--- config.mk ---
export PLATFORM = sky130hd
export DESIGN_NAME = micro_sequencer
export DESIGN_NICKNAME = d
export VERILOG_FILES = /design/src/rtl/ucode_pkg.sv /design/src/rtl/micro_stack.sv /design/src/rtl/micro_sequencer.sv
export SDC_FILE = /design/constraint.sdc
export NUM_CORES = 1
export LEC_CHECK = 0
export BUFFER_PORTS_ARGS = -buffer_cell sky130_fd_sc_hd__buf_4
export CORE_UTILIZATION = 55
export DETAILED_ROUTE_END_ITERATION = 7
export GPL_ROUTABILITY_DRIVEN = 0
export PLACE_DENSITY = 0.81
export SKIP_CTS_REPAIR_TIMING = 1
export SLEW_MARGIN = 30
export SYNTH_ARGS = -nofsm -noshare
export SYNTH_HDL_FRONTEND = slang
export SYNTH_SLANG_ARGS = --single-unit
--- constraint.sdc ---
create_clock -name clk -period 3.1 [get_ports clk]
set_input_delay 0.465 -clock clk [delete_from_list [all_inputs] [get_ports clk]]
set_output_delay 0.465 -clock clk [all_outputs]
set_load 0.05 [all_outputs]
--- src/rtl/ucode_pkg.sv ---
// ucode_pkg: shared microword encodings, micro-address constants and sequencer state type
package ucode_pkg;
  localparam int UPC_W = 8;
  localparam int UPC_FETCH = 0;
  localparam int UPC_IRQ = 8;
  localparam int UPC_ILL = 12;
  localparam int USTACK_DEPTH = 4;
  typedef enum logic [2:0] {
    BT_NEXT = 3'd0,
    BT_JMP  = 3'd1,
    BT_BRT  = 3'd2,
    BT_BRF  = 3'd3,
    BT_DISP = 3'd4,
    BT_CALL = 3'd5,
    BT_RET  = 3'd6,
    BT_END  = 3'd7
  } bt_e;
  typedef enum logic {ST_RUN = 1'b0, ST_HALT = 1'b1} seq_state_e;
endpackage

--- src/rtl/micro_stack.sv ---
// micro_stack: DEPTH x W LIFO holding micro-subroutine return addresses
module micro_stack #(
  parameter int DEPTH = 4,
  parameter int W = 8
) (
  input  logic         clk,
  input  logic         rst,
  input  logic         push,
  input  logic         pop,
  input  logic [W-1:0] din,
  output logic [W-1:0] top,
  output logic         full,
  output logic         empty
);
  localparam int PW = $clog2(DEPTH);
  logic [W-1:0] mem_q [DEPTH];
  logic [PW:0]  cnt_q;
  assign full  = cnt_q == (PW+1)'(DEPTH);
  assign empty = cnt_q == '0;
  assign top   = mem_q[cnt_q[PW-1:0] - PW'(1)];
  // occupancy counter; push on full and pop on empty are ignored
  always_ff @(posedge clk)
    if (rst) cnt_q <= '0;
    else if (push && !full) cnt_q <= cnt_q + (PW+1)'(1);
    else if (pop && !empty) cnt_q <= cnt_q - (PW+1)'(1);
  // entry storage needs no reset; it is only read below the occupancy count
  always_ff @(posedge clk)
    if (push && !full) mem_q[cnt_q[PW-1:0]] <= din;
endmodule

--- src/rtl/micro_sequencer.sv ---
// micro_sequencer: micro-PC sequencer with branch mux, return stack, stalls, halt and irq entry
module micro_sequencer import ucode_pkg::*; #(
  parameter int AW = UPC_W,
  parameter int FETCH_ADDR = UPC_FETCH,
  parameter int IRQ_ADDR = UPC_IRQ,
  parameter int ILL_ADDR = UPC_ILL,
  parameter int STACK_DEPTH = USTACK_DEPTH
) (
  input  logic          clk,
  input  logic          rst,
  input  logic [2:0]    bt,
  input  logic [3:0]    cond_sel,
  input  logic [AW-1:0] ba,
  input  logic          mem_wait,
  input  logic          mem_ready,
  input  logic [15:0]   cond,
  input  logic [AW-1:0] map_addr,
  input  logic          irq_pend,
  input  logic          halt_req,
  input  logic          start,
  output logic [AW-1:0] upc,
  output logic          stall,
  output logic          halted,
  output logic          irq_ack,
  output logic          ustack_err
);
  seq_state_e state_q;
  bt_e op;
  logic [AW-1:0] upc_q, upc_d, inc, top;
  logic irq_ack_q, err_q, full, empty, step, c, call, ret, push, pop, take_irq, err_hit;
  assign op       = bt_e'(bt);
  assign stall    = mem_wait & ~mem_ready;
  assign step     = (state_q == ST_RUN) & ~stall;
  assign c        = cond[cond_sel];
  assign inc      = upc_q + AW'(1);
  assign call     = op == BT_CALL;
  assign ret      = op == BT_RET;
  assign push     = step & call & ~full;
  assign pop      = step & ret & ~empty;
  assign take_irq = step & (op == BT_END) & irq_pend;
  assign err_hit  = step & ((call & full) | (ret & empty));
  // next micro-address selected by the branch type of the current microword
  always_comb
    upc_d = op == BT_NEXT ? inc :
            op == BT_JMP  ? ba :
            op == BT_BRT  ? (c ? ba : inc) :
            op == BT_BRF  ? (c ? inc : ba) :
            op == BT_DISP ? (map_addr != '0 ? map_addr : AW'(ILL_ADDR)) :
            op == BT_CALL ? ba :
            op == BT_RET  ? (empty ? AW'(FETCH_ADDR) : top) :
            irq_pend      ? AW'(IRQ_ADDR) : AW'(FETCH_ADDR);
  micro_stack #(.DEPTH(STACK_DEPTH), .W(AW)) u_stack (
    .clk   (clk),
    .rst   (rst),
    .push  (push),
    .pop   (pop),
    .din   (inc),
    .top   (top),
    .full  (full),
    .empty (empty)
  );
  // RUN/HALT control, micro-PC register and registered status flags
  always_ff @(posedge clk)
    if (rst) begin
      state_q   <= ST_RUN;
      upc_q     <= AW'(FETCH_ADDR);
      irq_ack_q <= 1'b0;
      err_q     <= 1'b0;
    end else begin
      irq_ack_q <= take_irq;
      err_q     <= err_q | err_hit;
      if (state_q == ST_HALT) begin
        if (start) state_q <= ST_RUN;
      end else if (step) begin
        upc_q <= upc_d;
        if (halt_req) state_q <= ST_HALT;
      end
    end
  assign upc        = upc_q;
  assign halted     = state_q == ST_HALT;
  assign irq_ack    = irq_ack_q;
  assign ustack_err = err_q;
endmodule
==> impl_metrics.json <==
{
  "die_y_um": 73.6,
  "rsz0062_at_grt": "no",
  "fin_hold_ws_ps": 450,
  "fin_cells": 382,
  "pin_count": 58,
  "wl_um": 6940,
  "core_um2": 4820,
  "routedWlPerCell_um": 18.2,
  "synth_cells": 260,
  "final_nets": 366,
  "synth_top_area_share_pct": 34.1,
  "final_area_um2": 3380,
  "ys_seq_area_share_pct": 44.0,
  "grt_pass1_vias": 2262,
  "synthesis.area_um2": 2820,
  "ys_warn_count": 0,
  "dpl.cell_count": 374,
  "slowest_stage": "ha_1",
  "drc_errors": 0,
  "cpPeakStageDelay_ps": 520,
  "critPathKind": "reg2reg",
  "ant_nets": 0,
  "clockBufferDepth": 2,
  "max_slew_margin_pct": 44.1,
  "grt_util_all_layers_pct": 28.1,
  "status": "complete, no violations",
  "fmax_mhz": 409,
  "min_period_ps": 2450,
  "avgSynthCellArea_um2": 10.8,
  "avgViaCountPerCell": 6.27,
  "netlist_top_cells_area": "edfxtp_1, dfxtp_1, mux4_2",
  "synth.net_count": 312,
  "hold_path.class": "in2reg",
  "placement.cell_area_um2": 3290,
  "synth-edff-count": 32,
  "ys.flop_type": "edfxtp_1",
  "die_w_um": 73.6,
  "peakVddDrop_uv": 274,
  "fp.dieArea_um2": 5420,
  "clk_pin_slew_worst_paths_ps": 90,
  "numPortBuffers": 57,
  "area_growth_pct": 20.0,
  "finalMaxSlewViolations": 0,
  "start_util_pct": 58.5,
  "drtIter0Drc": 259,
  "grt-ovfl-total": 0,
  "antenna_found_initial": 0,
  "required_ps": 3300,
  "grt_max_degree": 25,
  "antennaDiodeCount": 0,
  "async_flop_share_pct": 0,
  "synth.distinct_cells": 66,
  "grt_pass1_wl_um": 11100,
  "insertion_delay_ps": 300,
  "arrival_ps": 2640,
  "cts_buffers": 5,
  "cts_tree": "done",
  "skew_ps": 9.26,
  "timing.final.crit_share_pct": 79.0,
  "place_ws_ps": 528,
  "ys_ff_latch": 46,
  "cts_sinks": 46,
  "dp_hpwl_um": 5030,
  "worst_slew_pin_slew_ps": 838,
  "post-route-util_pct": 70.2,
  "drt-pass1-iter-count": 7,
  "worstPathCellList": "inv_1 > ha_1 > mux4_2 > a221o_1 > a221oi_1 > o221a_1 > nor3_2",
  "maxCapViolations": 0,
  "path_max_fanout": 8,
  "rows": 25,
  "crit_path_end_kind": "register",
  "p_leak_nw": 1.26,
  "drive_gt1_share_pct": 30.2,
  "power_density_nw_per_um2": 430,
  "setup_viol": 0,
  "via_count": 2395,
  "setup_ws_ps": 652,
  "fin_setup_tns_ps": 0,
  "start_kind": "register",
  "synth_top_area_cell": "edfxtp_1",
  "h-tree-depth": 2,
  "cts-root-buf": "clkbuf_8",
  "hold_viol_final": 0,
  "total_power_mw": 1.45
}
[critical path, delay by kind of cell, from the launching register on]
kind,cells,cell delay [ps]
DFF,1,450
buffers and inverters,1,100
adders and majority gates,1,520
and+or+nand+nor,1,50
muxes,1,360
AOI/OAI and AO/OA,3,870
[sequential cells by signal, indices dropped and copies added, names as in the netlist]
register / count
u_stack.mem_q: 32
upc: 8
irq_ack: 1
u_stack.cnt_q: 3
halted: 1
ustack_err: 1
[cells in the final DEF (no fill, tap or decap), types with 2 or more instances in the layout]
master,count
a211oi_1,3
a21oi_1,15
a221o_1,2
a221oi_1,2
a22oi_1,2
a311oi_1,3
a31oi_1,2
and2_1,6
buf_4,61
clkbuf_8,5
dfxtp_1,14
edfxtp_1,32
ha_1,5
inv_1,7
inv_2,2
mux2_2,6
mux2i_1,7
mux4_2,9
nand2_1,17
nand2b_1,4
nand3_1,5
nor2_1,27
nor2_2,2
nor2b_1,4
nor3_1,6
nor3b_1,3
o21ai_0,10
o21ai_1,3
o22ai_1,7
xnor2_1,5
xor2_1,3
[Yosys cell counts, types with 4 or more instances]
| cell | number |
|---|---|
| edfxtp_1 | 32 |
| nor2_1 | 27 |
| nand2_1 | 17 |
| a21oi_1 | 15 |
| dfxtp_1 | 14 |
| o21ai_0 | 10 |
| clkbuf_1 | 9 |
| mux4_2 | 9 |
| inv_1 | 7 |
| mux2i_1 | 7 |
| o22ai_1 | 7 |
| and2_1 | 6 |
| mux2_2 | 6 |
| nor3_1 | 6 |
| ha_1 | 5 |
| nand3_1 | 5 |
| xnor2_1 | 5 |
| nand2b_1 | 4 |
| nor2b_1 | 4 |
[final timing paths]
path / depth (start not counted) / slack (ps) / from / end
setup / recovery: 7 / 650 / u_stack.cnt_q[1] / upc[3]
hold / removal: 2 / 450 / irq_pend / irq_ack
hold reg to reg: 2 / 500 / ustack_err / ustack_err
setup reg to reg: 7 / 650 / u_stack.cnt_q[1] / upc[3]
[cell type report]
type                       count  area (um2)
multi-input combinational    191        1480
clock inverter                 3        21.3
fill                         399        1440
inverter                       9        33.8
clock buffer                   5        68.8
tap                           67        83.8
timing repair buffer          61         458
sequential                    46        1240
[per-layer routing]
layer	track usage [%]	vias up	routed length, um
li1	-	1107	-
met1	38.8	1127	2980
met2	44.1	141	3240
met3	4.80	20	529
met4	11.5	0	196
met5	0	-	0
[where the power goes]
group | switching, mW | total, mW | internal [mW]
Combinational | 0.219 | 0.380 | 0.160
Sequential | 0.0233 | 0.708 | 0.685
Clock | 0.207 | 0.366 | 0.159
Total | 0.450 | 1.45 | 1.00
[cell families after synthesis]
| family | after synthesis | share of synthesized area [%] |
|---|---|---|
| AND/OR/NAND/NOR | 87 | 15.8 |
| AO/OA/AOI/OAI | 65 | 17.0 |
| flip-flops | 46 | 44.0 |
| multiplexers | 24 | 13.5 |
| buffers and inverters | 23 | 3.64 |
| XOR/XNOR | 9 | 3.06 |
| adder cells (fa/ha/maj) | 6 | 2.93 |
No activity file was read; power rests on OpenSTA's default activity.
